==> config.mk <==
export PLATFORM = sky130hd
export DESIGN_NAME = ks_sub_pipe
export DESIGN_NICKNAME = d
export VERILOG_FILES = /design/src/rtl/ks_pkg.sv /design/src/rtl/ks_prefix_level.sv /design/src/rtl/ks_sub_pipe.sv
export SDC_FILE = /design/constraint.sdc
export NUM_CORES = 1
export LEC_CHECK = 0
export ABC_AREA = 1
export ABC_CLOCK_PERIOD_IN_PS = 1450
export CAP_MARGIN = 25
export CORE_MARGIN = 8
export CORE_UTILIZATION = 50
export CTS_CLUSTER_DIAMETER = 40
export DETAILED_ROUTE_END_ITERATION = 10
export PLACE_DENSITY = 0.83
export RECOVER_POWER = 25
export SLEW_MARGIN = 20
export SYNTH_ARGS = -nofsm -noshare
export SYNTH_HDL_FRONTEND = slang
export SYNTH_SLANG_ARGS = --single-unit
==> constraint.sdc <==
create_clock -name clk -period 1.45 [get_ports clk]
set_clock_uncertainty 0.1 [all_clocks]
set_input_delay 0.3625 -clock clk [delete_from_list [all_inputs] [get_ports clk]]
set_output_delay 0.3625 -clock clk [all_outputs]
set_load 0.005 [all_outputs]
==> src/rtl/ks_pkg.sv <==
// Shared types and elaboration helpers for the pipelined Kogge-Stone subtractor.
package ks_pkg;

  localparam int KS_WIDTH = 32;
  localparam int KS_SPLIT = 3;

  typedef struct packed {
    logic g;
    logic p;
  } pg_t;

  function automatic int clog2(input int value);
    int r;
    r = 0;
    for (int i = 0; i < 31; i++) begin
      if ((1 << i) < value) r = i + 1;
    end
    return r;
  endfunction

  function automatic int span(input int level);
    return 1 << level;
  endfunction

  // (hi) o (lo): hi group absorbs the lower adjacent group
  function automatic pg_t pg_combine(input pg_t hi, input pg_t lo);
    pg_t r;
    r.g = hi.g | (hi.p & lo.g);
    r.p = hi.p & lo.p;
    return r;
  endfunction

endpackage

==> src/rtl/ks_prefix_level.sv <==
// One combinational Kogge-Stone prefix level; bits below SPAN already hold
// their final group (reaching bit 0) and pass straight through.
module ks_prefix_level
  import ks_pkg::*;
#(
  parameter int WIDTH = KS_WIDTH,
  parameter int SPAN  = 1
) (
  input  logic [WIDTH-1:0] i_g,
  input  logic [WIDTH-1:0] i_p,
  output logic [WIDTH-1:0] o_g,
  output logic [WIDTH-1:0] o_p
);

  genvar gi;
  for (gi = 0; gi < WIDTH; gi++) begin : g_bit
    if (gi < SPAN) begin : g_pass
      assign o_g[gi] = i_g[gi];
      assign o_p[gi] = i_p[gi];
    end else begin : g_cell
      pg_t w_hi;
      pg_t w_lo;
      pg_t w_res;
      assign w_hi    = {i_g[gi], i_p[gi]};
      assign w_lo    = {i_g[gi-SPAN], i_p[gi-SPAN]};
      assign w_res   = pg_combine(w_hi, w_lo);
      assign o_g[gi] = w_res.g;
      assign o_p[gi] = w_res.p;
    end
  end

endmodule

==> src/rtl/ks_sub_pipe.sv <==
// 3-stage valid/ready Kogge-Stone subtractor: diff = a - b - bin, bout = borrow.
// Define KS_SUB_FLAGS_EN to add registered zero/neg/ovf outputs.
module ks_sub_pipe
  import ks_pkg::*;
#(
  parameter int WIDTH = KS_WIDTH,
  parameter int SPLIT = KS_SPLIT
) (
  input  logic             clk,
  input  logic             rst_n,
  input  logic             in_valid,
  output logic             in_ready,
  input  logic [WIDTH-1:0] a,
  input  logic [WIDTH-1:0] b,
  input  logic             bin,
  output logic             out_valid,
  input  logic             out_ready,
  output logic [WIDTH-1:0] diff,
  output logic             bout
`ifdef KS_SUB_FLAGS_EN
  ,
  output logic             zero,
  output logic             neg,
  output logic             ovf
`endif
);

  localparam int LOG_W = clog2(WIDTH);
  localparam int N3    = LOG_W - SPLIT;

  logic             r1_v, r2_v, r3_v;
  logic [WIDTH-1:0] r1_g, r1_p, r2_g, r2_p, r2_praw;
  logic             r1_cin, r2_cin;
  logic [WIDTH-1:0] r_diff;
  logic             r_bout;
  logic             w_rdy2, w_rdy3;
  logic [WIDTH-1:0] w_s2g [SPLIT+1];
  logic [WIDTH-1:0] w_s2p [SPLIT+1];
  logic [WIDTH-1:0] w_s3g [N3+1];
  logic [WIDTH-1:0] w_s3p [N3];
  logic [WIDTH-1:0] w_carry, w_diff_next;

  assign w_rdy3   = ~r3_v | out_ready;
  assign w_rdy2   = ~r2_v | w_rdy3;
  assign in_ready = ~r1_v | w_rdy2;

  always_ff @(posedge clk or negedge rst_n) begin
    if (!rst_n) begin
      r1_v   <= 1'b0;
      r1_g   <= '0;
      r1_p   <= '0;
      r1_cin <= 1'b0;
    end else if (in_ready) begin
      r1_v <= in_valid;
      if (in_valid) begin
        r1_p   <= a ^ ~b;
        r1_g   <= a & ~b;
        r1_cin <= ~bin;
      end
    end
  end

  // Carry-in folded into bit 0 so every prefix G is a true carry-out.
  assign w_s2g[0] = {r1_g[WIDTH-1:1], r1_g[0] | (r1_p[0] & r1_cin)};
  assign w_s2p[0] = r1_p;

  genvar gi;
  for (gi = 0; gi < SPLIT; gi++) begin : g_lvl2
    ks_prefix_level #(.WIDTH(WIDTH), .SPAN(span(gi))) u_lvl (
      .i_g (w_s2g[gi]),
      .i_p (w_s2p[gi]),
      .o_g (w_s2g[gi+1]),
      .o_p (w_s2p[gi+1])
    );
  end

  always_ff @(posedge clk or negedge rst_n) begin
    if (!rst_n) begin
      r2_v    <= 1'b0;
      r2_g    <= '0;
      r2_p    <= '0;
      r2_praw <= '0;
      r2_cin  <= 1'b0;
    end else if (w_rdy2) begin
      r2_v <= r1_v;
      if (r1_v) begin
        r2_g    <= w_s2g[SPLIT];
        r2_p    <= w_s2p[SPLIT];
        r2_praw <= r1_p;
        r2_cin  <= r1_cin;
      end
    end
  end

  assign w_s3g[0] = r2_g;
  assign w_s3p[0] = r2_p;

  for (gi = SPLIT; gi < LOG_W; gi++) begin : g_lvl3
    if (gi == LOG_W - 1) begin : g_last
      logic [WIDTH-1:0] w_p_unused;
      ks_prefix_level #(.WIDTH(WIDTH), .SPAN(span(gi))) u_lvl (
        .i_g (w_s3g[gi-SPLIT]),
        .i_p (w_s3p[gi-SPLIT]),
        .o_g (w_s3g[gi-SPLIT+1]),
        .o_p (w_p_unused)
      );
    end else begin : g_mid
      ks_prefix_level #(.WIDTH(WIDTH), .SPAN(span(gi))) u_lvl (
        .i_g (w_s3g[gi-SPLIT]),
        .i_p (w_s3p[gi-SPLIT]),
        .o_g (w_s3g[gi-SPLIT+1]),
        .o_p (w_s3p[gi-SPLIT+1])
      );
    end
  end

  assign w_carry     = {w_s3g[N3][WIDTH-2:0], r2_cin};
  assign w_diff_next = r2_praw ^ w_carry;

  always_ff @(posedge clk or negedge rst_n) begin
    if (!rst_n) begin
      r3_v   <= 1'b0;
      r_diff <= '0;
      r_bout <= 1'b0;
    end else if (w_rdy3) begin
      r3_v <= r2_v;
      if (r2_v) begin
        r_diff <= w_diff_next;
        r_bout <= ~w_s3g[N3][WIDTH-1];
      end
    end
  end

  assign out_valid = r3_v;
  assign diff      = r_diff;
  assign bout      = r_bout;

`ifdef KS_SUB_FLAGS_EN
  logic r1_amsb, r2_amsb, r_zero, r_neg, r_ovf;

  // Opposite operand MSBs show up as raw p == 0 at the MSB.
  always_ff @(posedge clk or negedge rst_n) begin
    if (!rst_n) begin
      r1_amsb <= 1'b0;
      r2_amsb <= 1'b0;
      r_zero  <= 1'b0;
      r_neg   <= 1'b0;
      r_ovf   <= 1'b0;
    end else begin
      if (in_ready && in_valid) r1_amsb <= a[WIDTH-1];
      if (w_rdy2 && r1_v)       r2_amsb <= r1_amsb;
      if (w_rdy3 && r2_v) begin
        r_zero <= ~|w_diff_next;
        r_neg  <= w_diff_next[WIDTH-1];
        r_ovf  <= ~r2_praw[WIDTH-1] & (w_diff_next[WIDTH-1] ^ r2_amsb);
      end
    end
  end

  assign zero = r_zero;
  assign neg  = r_neg;
  assign ovf  = r_ovf;
`endif

endmodule
# [Word-level counts from Yosys, hierarchy flattened]
# Index checks and enable logic that the tools add are counted.
[totals] reg_bits=198 in_bits=69 out_inout_bits=35 elab_cells=392
[op_classes] bitwise=377 n_reduce_logical=3
[ops] cell="$and A1 B1 Y1" count=235
[ops] cell="$or A1 B1 Y1" count=133
[ops] cell="$xor A32 B32 Y32" count=2
[ops] cell="$and A32 B32 Y32" count=1
[ops] cell="$not A32 Y32" count=1
[ops] cell="$reduce_and A2 Y1" count=3
[ops] cell="$not A1 Y1" count=5

# [Longest topological paths before layout]
# Gate-level depths: netlist (run 1).
[depth] ltp_word=8 depth_mapped=8

# [Modules after synthesis]
# Synthesis (run 1) repeated with hierarchy kept, for this count alone.
[hier_totals] cells_unflattened=1624 area_unflattened_um2=11327.1
[by_module_without_submodules] mod="ks_sub_pipe" instances=1 cells_each=917 area_each_um2=8440.6
[by_module_without_submodules] mod="ks_prefix_level (g_lvl2[0].u_lvl)" instances=1 cells_each=157 area_each_um2=596.8
[by_module_without_submodules] mod="ks_prefix_level (g_lvl2[1].u_lvl)" instances=1 cells_each=154 area_each_um2=593.1
[by_module_without_submodules] mod="ks_prefix_level (g_lvl2[2].u_lvl)" instances=1 cells_each=148 area_each_um2=585.6
[by_module_without_submodules] mod="ks_prefix_level (g_lvl3[3].g_mid.u_lvl)" instances=1 cells_each=136 area_each_um2=570.5
[by_module_without_submodules] mod="ks_prefix_level (g_lvl3[4].g_last.u_lvl)" instances=1 cells_each=112 area_each_um2=540.5

# [Worst setup path after synthesis (run 1)]
# No wires, ideal clock.
[synth_path] path_kind="register to register" start="reg r3_v, in the netlist out_valid" end="reg r1_g[0]" setup_time_ps=120 arrival_ps=1042 required_ps=1230 slack_ps=189 stages_incl_launch_ff=6 period_less_slack_ps=1261 path_cell_list="dfrtp_1 nand4_4 nand2_4 buf_12 buf_6 a21oi_2"
[synth_via] elab_chain_cells=5
[synth_rtl] element="from (decl)" line_no="ks_sub_pipe.sv:31" source="logic r1_v, r2_v, r3_v;"
[synth_rtl] element="from (signal assigned)" line_no="ks_sub_pipe.sv:126" source="r3_v <= r2_v;"
[synth_rtl] element="$not A1 Y1" line_no="ks_sub_pipe.sv:43" source="assign w_rdy3 = ~r3_v | out_ready;"
[synth_rtl] element="$or A1 B1 Y1" line_no="ks_sub_pipe.sv:43"
[synth_rtl] element="$or A1 B1 Y1" line_no="ks_sub_pipe.sv:44" source="assign w_rdy2 = ~r2_v | w_rdy3;"
[synth_rtl] element="$or A1 B1 Y1" line_no="ks_sub_pipe.sv:45" source="assign in_ready = ~r1_v | w_rdy2;"
[synth_rtl] element="net in_ready" line_no="ks_sub_pipe.sv:12" source="output logic in_ready,"
[synth_rtl] element="$reduce_and A2 Y1 (no line)"
[synth_rtl] element="to (signal assigned)" line_no="ks_sub_pipe.sv:57" source="r1_g <= a & ~b;"
[synth_rtl] element="to (decl)" line_no="ks_sub_pipe.sv:32" source="logic [WIDTH-1:0] r1_g, r1_p, r2_g, r2_p, r2_praw;"
# The timed path passes the listed nets, and every way through them passes these cells.
# A chain may end at the register's enable or synchronous reset.

# [Final worst setup path (run 1)]
[layout_path] start="reg r2_v" end="reg r2_g[5]"
[layout_via] elab_chain_cells=3
[layout_rtl] element="from (decl)" line_no="ks_sub_pipe.sv:31"
[layout_rtl] element="from (signal assigned)" line_no="ks_sub_pipe.sv:85" source="r2_v <= r1_v;"
[layout_rtl] element="$not A1 Y1" line_no="ks_sub_pipe.sv:44"
[layout_rtl] element="$or A1 B1 Y1" line_no="ks_sub_pipe.sv:44"
[layout_rtl] element="$reduce_and A2 Y1 (no line)"
[layout_rtl] element="to (signal assigned)" line_no="ks_sub_pipe.sv:87" source="r2_g <= w_s2g[SPLIT];"
[layout_rtl] element="to (decl)" line_no="ks_sub_pipe.sv:32"
# No other way between the ends.

==> results of run 1 <==
-- timing repair --
action | 4_1_cts | 5_1_grt
pin swaps | 2 | 5
cloned | 1 | 25
setup buffers | 23 | 14
endpoints found under the setup margin | 46 | 134
resized for setup | 157 | 165
hold endpoints to repair | 28 | 0
hold buffers | 1 | 0
-- placed cells by master, fill, tap and decap left out, types with 8 or more instances in the layout --
cell             netlist  layout
nand2_1              348     339
dfrtp_1              190     190
inv_1                157     157
clkdlybuf4s50_1        0      66
nor2_1               123      60
o21ai_0               72      49
a21oi_2               43      48
a21oi_1               53      48
nand3_1               51      48
nor2_2                 0      38
buf_4                 10      38
buf_2                 13      35
clkbuf_16              0      34
ha_1                  32      32
nor2_4                 0      25
o21ai_1                7      23
buf_6                  8      17
buf_12                 1      17
xnor2_1               16      16
nand2_2                1       9
nand3b_1               8       8
-- final cells by class --
| class | instances | area share, % |
|---|---|---|
| repair buffers | 196 | 16.9 |
| clock buffers | 20 | 3.57 |
| multi-input cells | 782 | 34.1 |
| clock inverters | 12 | 1.22 |
| inverters | 160 | 4.79 |
| flip-flops and latches | 190 | 37.2 |
| well taps | 234 | 2.29 |
-- logic make-up (layout without fill, tap and decap cells) --
group	after synthesis	after routing
adder cells (fa/ha/maj)	32	32
XOR/XNOR	17	17
AO/OA/AOI/OAI	194	194
buffers and inverters	199	388
AND/OR/NAND/NOR	535	539
flip-flops	190	190
-- stage by stage --
step                instance area (sq um)  util [%]  setup TNS, ns  hold WS (ns)  instances
floorplan                            9550         -              0       -0.0331       1167
global placement                    11000      58.6         -65.14         0.188       1499
detailed placement                  11000      58.6         -69.30         0.189       1499
CTS                                 11700      62.4          -1.57         0.307       1556
global route                        12800      68.4         -41.52         0.408       1594
finish                              12800      68.4         -20.46         0.380       1594
-- flip-flops by register name, summed over array words and instances, names as in the netlist --
signal and flops:
r2_v 1, r1_v 1, r1_g 32, r1_p 32
diff 32, r1_cin 1, bout 1, out_valid 1
r2_praw 31, r2_p 25, r2_cin 1, r2_g 32
-- worst max path at each step --
stage                     startpoint        to  depth (start not counted)
after floorplan            out_valid   r1_g[0]                          5
after global placement     out_ready  in_ready                          4
after detailed placement   out_ready  in_ready                          4
after CTS                  out_valid  in_ready                          3
after global routing            r2_v   r2_g[5]                          8
final                           r2_v   r2_g[5]                          8
-- worst min-delay path, cell delays in order (launching register included) --
cell and delay [ns]:
dfrtp_1 0.34, nand2_1 0.05, o21ai_0 0.05
-- power by group --
part,total (mW),switching (mW),internal [mW]
sequential,8.28,1.41,6.87
clock,4.94,2.12,2.82
combinational,8.32,4.70,3.61
total,21.5,8.24,13.3
-- metal layers --
layer	up-vias	track usage [%]
met4	4	7.98
met2	693	30.4
met3	196	4.74
met5	-	0
met1	4358	27.9
li1	4015	-
==> impl_metrics.sql, run 1 <==
INSERT INTO impl_metrics (metric_group, metric, value, unit) VALUES
('status', 'run_status', 'complete, but fails checks', ''),
('status', 'violations', 'negative setup slack', ''),
('critical_path', 'worst-path-buf-inv', '4', ''),
('floorplanning', 'dieWidth', '154', 'um'),
('critical_path', 'timing.critical_path.slowest_cell_delay', '0.39', 'ns'),
('routing', 'met3_routed_wl', '3.82', 'mm'),
('power', 'fin_total_pwr', '21.5', 'mW'),
('floorplanning', 'initial_utilization', '51.1', '%'),
('routing', 'dr_wl_met2', '14.3', 'mm'),
('routing', 'remaining_drc_errors', '0', ''),
('critical_path', 'reg2regPathDepth', '8', ''),
('routing', 'met1Wirelength', '11.8', 'mm'),
('logic_synthesis', 'synthCells', '1167', ''),
('logic_synthesis', 'post_synth_mux_area_share', '0', '%'),
('critical_path', 'crit_path_cell_trace', 'buf_4 > buf_6 > nand3_4 > nand2_8 > clkinv_8 > buf_6 > nand4_1 > nand3_1', ''),
('timing', 'min_period_over_period', '122', '%'),
('logic_synthesis', 'synth_top_family_by_area', 'simple AND/OR/NAND/NOR gates', ''),
('timing', 'finalWorstSetupSlack', '-0.316', 'ns'),
('grt', 'grt_start_max_net_pins', '44', ''),
('logic_synthesis', 'synth.largest_area_cell', 'dfrtp_1', ''),
('cells_and_area', 'final_nets', '1448', ''),
('critical_path', 'worst-path-max-fanout', '8', ''),
('floorplanning', 'core_region_area', '18700', 'sq um'),
('logic_synthesis', 'async_flop_share', '100', '%'),
('critical_path', 'critical-path-slowest-cell', 'dfrtp_1', ''),
('floorplanning', 'floorplan.rows', '50', ''),
('critical_path', 'setup.reg_to_reg.worst_slack', '-0.32', 'ns'),
('min_path', 'hold-path-endpoint', 'diff[4]', ''),
('place', 'numPortBuffers', '103', ''),
('place', 'post-dp-hpwl', '17.5', 'mm'),
('min_path', 'min-delay-start', 'diff[4]', ''),
('cells_and_area', 'syn_to_final_growth', '34.0', '%'),
('routing', 'final_antenna_net_count', '0', ''),
('logic_synthesis', 'yosys.area_share.simple', '22.4', '%'),
('timing', 'worst-slew-pin-transition', '0.974', 'ns'),
('min_path', 'timing.hold.worst.class', 'flip-flop to flip-flop', ''),
('logic_synthesis', 'ys_seq_elements', '190', ''),
('timing', 'rsz0062_at_grt', 'yes', ''),
('min_path', 'timing.hold.worst_path_depth', '2', ''),
('cts', 'clk_pin_slew_worst_paths', '0.07', 'ns'),
('logic_synthesis', 'netlist.area_leader.share', '49.8', '%'),
('logic_synthesis', 'synth_area_leaders', 'dfrtp_1, nand2_1, inv_1', ''),
('timing', 'setup-violations-final', '157', ''),
('grt', 'grt_pass1_wl', '39.1', 'mm'),
('routing', 'vias', '9266', ''),
('routing', 'drtPass1Iterations', '6', ''),
('cts', 'cts_tree', 'built', ''),
('job', 'max-cap-violations', '0', ''),
('cts', 'cts_inserted_buffers', '17', ''),
('routing', 'post_drt_via_cell_ratio', '5.81', ''),
('critical_path', 'r2r_start', 'r2_v', ''),
('critical_path', 'cp_common_cell', 'buf_6', ''),
('logic_synthesis', 'yosysWarningCount', '0', ''),
('power', 'power.leakage', '6.40', 'nW'),
('routing', 'route.top_layer_used', 'met5', ''),
('cells_and_area', 'final-seq-area', '4750', 'sq um'),
('logic_synthesis', 'postSynthAreaPerCell', '8.19', 'sq um'),
('cells_and_area', 'fill_cells', '1258', ''),
('routing', 'drt-wirelength-per-cell', '19.8', 'um'),
('timing', 'fmaxAchievable', '566', 'MHz'),
('critical_path', 'cp-end-kind', 'flip-flop', ''),
('logic_synthesis', 'dominantRegCellSynth', 'dfrtp_1', ''),
('logic_synthesis', 'syn_area', '9550', 'sq um'),
('cells_and_area', 'multi_input_comb_area', '4360', 'sq um'),
('critical_path', 'rr_endpoint', 'r2_g[5]', ''),
('critical_path', 'criticalPathCategory', 'flip-flop to flip-flop', ''),
('timing', 'hold_viol', '0', ''),
('cts', 'worstSkewPairLatency', '0.45', 'ns'),
('logic_synthesis', 'seq_total_area_yosys', '49.8', '%'),
('grt', 'grt_overflow', '0', ''),
('place', 'worst_setup_slack_before_clock_tree_synthesis', '-0.561', 'ns');
No activity file was read; power rests on OpenSTA's default activity.
==> inputs of run 2 (changes only) <==
--- a/config.mk
+++ b/config.mk
@@ -8,7 +8,6 @@
 export ABC_AREA = 1
 export ABC_CLOCK_PERIOD_IN_PS = 1450
 export CAP_MARGIN = 25
-export CORE_MARGIN = 8
 export CORE_UTILIZATION = 50
 export CTS_CLUSTER_DIAMETER = 40
 export DETAILED_ROUTE_END_ITERATION = 10
==> run 2 against run 1 <==
  * The flow still finishes with violations (negative setup slack)
  * Fmax rose by 3.2%
  * Power is essentially flat
  * Design area decreased by 0.39%
  * Worst hold slack improved by 0.00061 ns
  * Combinational power is 1% lower
  * Register-to-register slack improved by 0.05 ns
==> impl_metrics.sql, run 2 (same netlist as run 1, synthesis figures left out) <==
INSERT INTO impl_metrics (metric_group, metric, value, unit) VALUES
('critical_path', 'crit_arrival', '1.92', 'ns'),
('floorplanning', 'floorplan.rows', '50', ''),
('routing', 'routed_wl', '30.3', 'mm'),
('routing', 'post_drt_via_cell_ratio', '5.79', ''),
('critical_path', 'cp.required', '1.66', 'ns'),
('critical_path', 'timing.critical_path.from_type', 'flip-flop', ''),
('grt', 'groute.usage.overall', '25.7', '%'),
('cells_and_area', 'fill_cells', '1239', ''),
('cts', 'cts_tree', 'built', ''),
('cts', 'cts.path.max_buffers', '2', ''),
('cells_and_area', 'final_nets', '1432', ''),
('critical_path', 'worst-path-max-fanout', '8', ''),
('timing', 'hold_viol', '0', ''),
('power', 'pwr_density_cell', '1690', 'nW/um^2'),
('routing', 'drt_iter0_markers', '1046', ''),
('cts', 'worstSkewPairLatency', '0.45', 'ns'),
('timing', 'setup-violations-final', '105', ''),
('status', 'run_status', 'complete, but fails checks', ''),
('cells_and_area', 'final_common_cell', 'nand2_1', ''),
('place', 'post-dp-hpwl', '16.6', 'mm'),
('routing', 'drtPass1Iterations', '7', ''),
('floorplanning', 'core_region_area', '18700', 'sq um'),
('critical_path', 'criticalPathCategory', 'flip-flop to flip-flop', ''),
('place', 'numPortBuffers', '103', ''),
('job', 'max-cap-violations', '0', ''),
('floorplanning', 'initial_utilization', '51.1', '%'),
('status', 'violations', 'negative setup slack', ''),
('cells_and_area', 'layoutNonFillerInstCount', '1578', ''),
('timing', 'headroom_to_the_max_slew_limit', '46.4', '%'),
('grt', 'grt_overflow', '0', ''),
('floorplanning', 'floorplan.die_area', '19700', 'sq um'),
('routing', 'remaining_drc_errors', '0', ''),
('floorplanning', 'dieWidth', '140', 'um'),
('timing', 'whs', '0.380', 'ns'),
('cells_and_area', 'drive_gt1_share', '24.0', '%'),
('routing', 'vias', '9144', ''),
('floorplanning', 'io_pins', '104', ''),
('timing', 'fmaxAchievable', '584', 'MHz'),
('cts', 'clock-root-buffer', 'clkbuf_16', ''),
('floorplanning', 'fp.dieH', '140', 'um'),
('cells_and_area', 'syn_to_final_growth', '33.4', '%'),
('cts', 'cts_inserted_buffers', '17', ''),
('min_path', 'timing.hold.worst.class', 'flip-flop to flip-flop', ''),
('cts', 'cts.sinks', '190', ''),
('cts', 'clk_pin_slew_worst_paths', '0.07', 'ns'),
('timing', 'worst-slew-pin-transition', '0.804', 'ns'),
('routing', 'final_antenna_net_count', '0', ''),
('power', 'power.leakage', '6.33', 'nW'),
('power', 'ir_worst_vdd', '0.00107', 'V'),
('critical_path', 'cp-end-kind', 'flip-flop', ''),
('grt', 'antenna_violations_before_repair', '0', ''),
('grt', 'grt_pass1_wl', '39.5', 'mm'),
('cells_and_area', 'antennaDiodeCount', '0', ''),
('routing', 'drt-wirelength-per-cell', '19.2', 'um'),
('timing', 'min_period_over_period', '118', '%'),
('cells_and_area', 'utilization', '68.1', '%'),
('timing', 'period_minus_slack', '1.71', 'ns'),
('timing', 'finalWorstSetupSlack', '-0.262', 'ns'),
('place', 'gp_routability_congestion', '0.882', ''),
('grt', 'grt_pass1_vias', '7978', ''),
('timing', 'rsz0062_at_grt', 'yes', ''),
('place', 'dp.cells', '1499', ''),
('cells_and_area', 'layout_common_cells', 'nand2_1, dfrtp_1, inv_1, clkdlybuf4s50_1, nor2_1', ''),
('grt', 'grt_start_max_net_pins', '39', ''),
('cts', 'htree_num_levels', '4', ''),
('timing', 'number_of_max_slew_violations_in_the_final_report', '0', '');
run 2: changes by cell type in the layout (fill, tap and decap cells not counted), sizes merged, moves of 2 or more:
cell    delta
buf       -14
clkbuf     +3
inv        -3
nand2      -2
run 2: through the flow:
| stage | setup WS, ns | setup TNS [ns] | cell area, sq um | power [mW] |
|---|---|---|---|---|
| global route | -0.289 | -17.40 | 12700 | 22.5 |
| floorplan | 0.189 | 0 | 9550 | 11.8 |
| CTS | -0.215 | -4.40 | 11800 | 19.7 |
| finish | -0.262 | -11.01 | 12700 | 21.5 |
| detailed placement | -0.560 | -71.69 | 10900 | 14.5 |
| global placement | -0.576 | -70.47 | 10900 | 14.2 |
run 2: repair_timing:
| action | in CTS | in global routing |
|---|---|---|
| pin swaps | 4 | 13 |
| gates cloned | 5 | 17 |
| hold endpoints to repair | 40 | 0 |
| endpoints found under the setup margin | 57 | 127 |
| setup buffers | 18 | 8 |
| hold buffers | 1 | 0 |
| resized for setup | 166 | 202 |
run 2: area by class of cell:
class | count | area [sq um] | share of cell area (%)
inverter | 160 | 613 | 4.81
tap | 234 | 293 | 2.30
sequential | 190 | 4750 | 37.3
clock buffer | 23 | 488 | 3.83
timing repair buffer | 182 | 1980 | 15.6
multi-input combinational | 780 | 4480 | 35.2
clock inverter | 9 | 133 | 1.04
run 2: worst paths after layout:
path,endpoint,startpoint,cells after the start,slack [ns]
max in group asynchronous,r2_g[29],rst_n,3,0.05
min in group asynchronous,r2_praw[29],rst_n,2,0.44
max reg2reg,r2_g[23],r2_v,7,-0.26
min,diff[29],diff[29],2,0.38
min reg2reg,diff[29],diff[29],2,0.38
max,r2_g[23],r2_v,7,-0.26
run 2: metal layers:
layer	GRT usage (%)	up-vias	share of wire (%)
met2	39.9	708	45
met4	9.95	0	6.0
met5	0	-	0
met3	5.88	194	12
li1	-	3984	-
met1	35.2	4258	37
run 2: critical path, cell delays in order (launching register included):
cell,delay (ns)
dfrtp_1,0.42
buf_6,0.14
nand3_4,0.10
nand2_8,0.13
clkinv_8,0.13
clkbuf_16,0.19
nor2_2,0.04
a21oi_1,0.32
run 2: power breakdown:
part | internal, mW | switching, mW | total, mW
Clock | 2.90 | 2.06 | 4.95
Sequential | 6.87 | 1.50 | 8.36
Combinational | 3.49 | 4.73 | 8.22
Total | 13.3 | 8.28 | 21.5
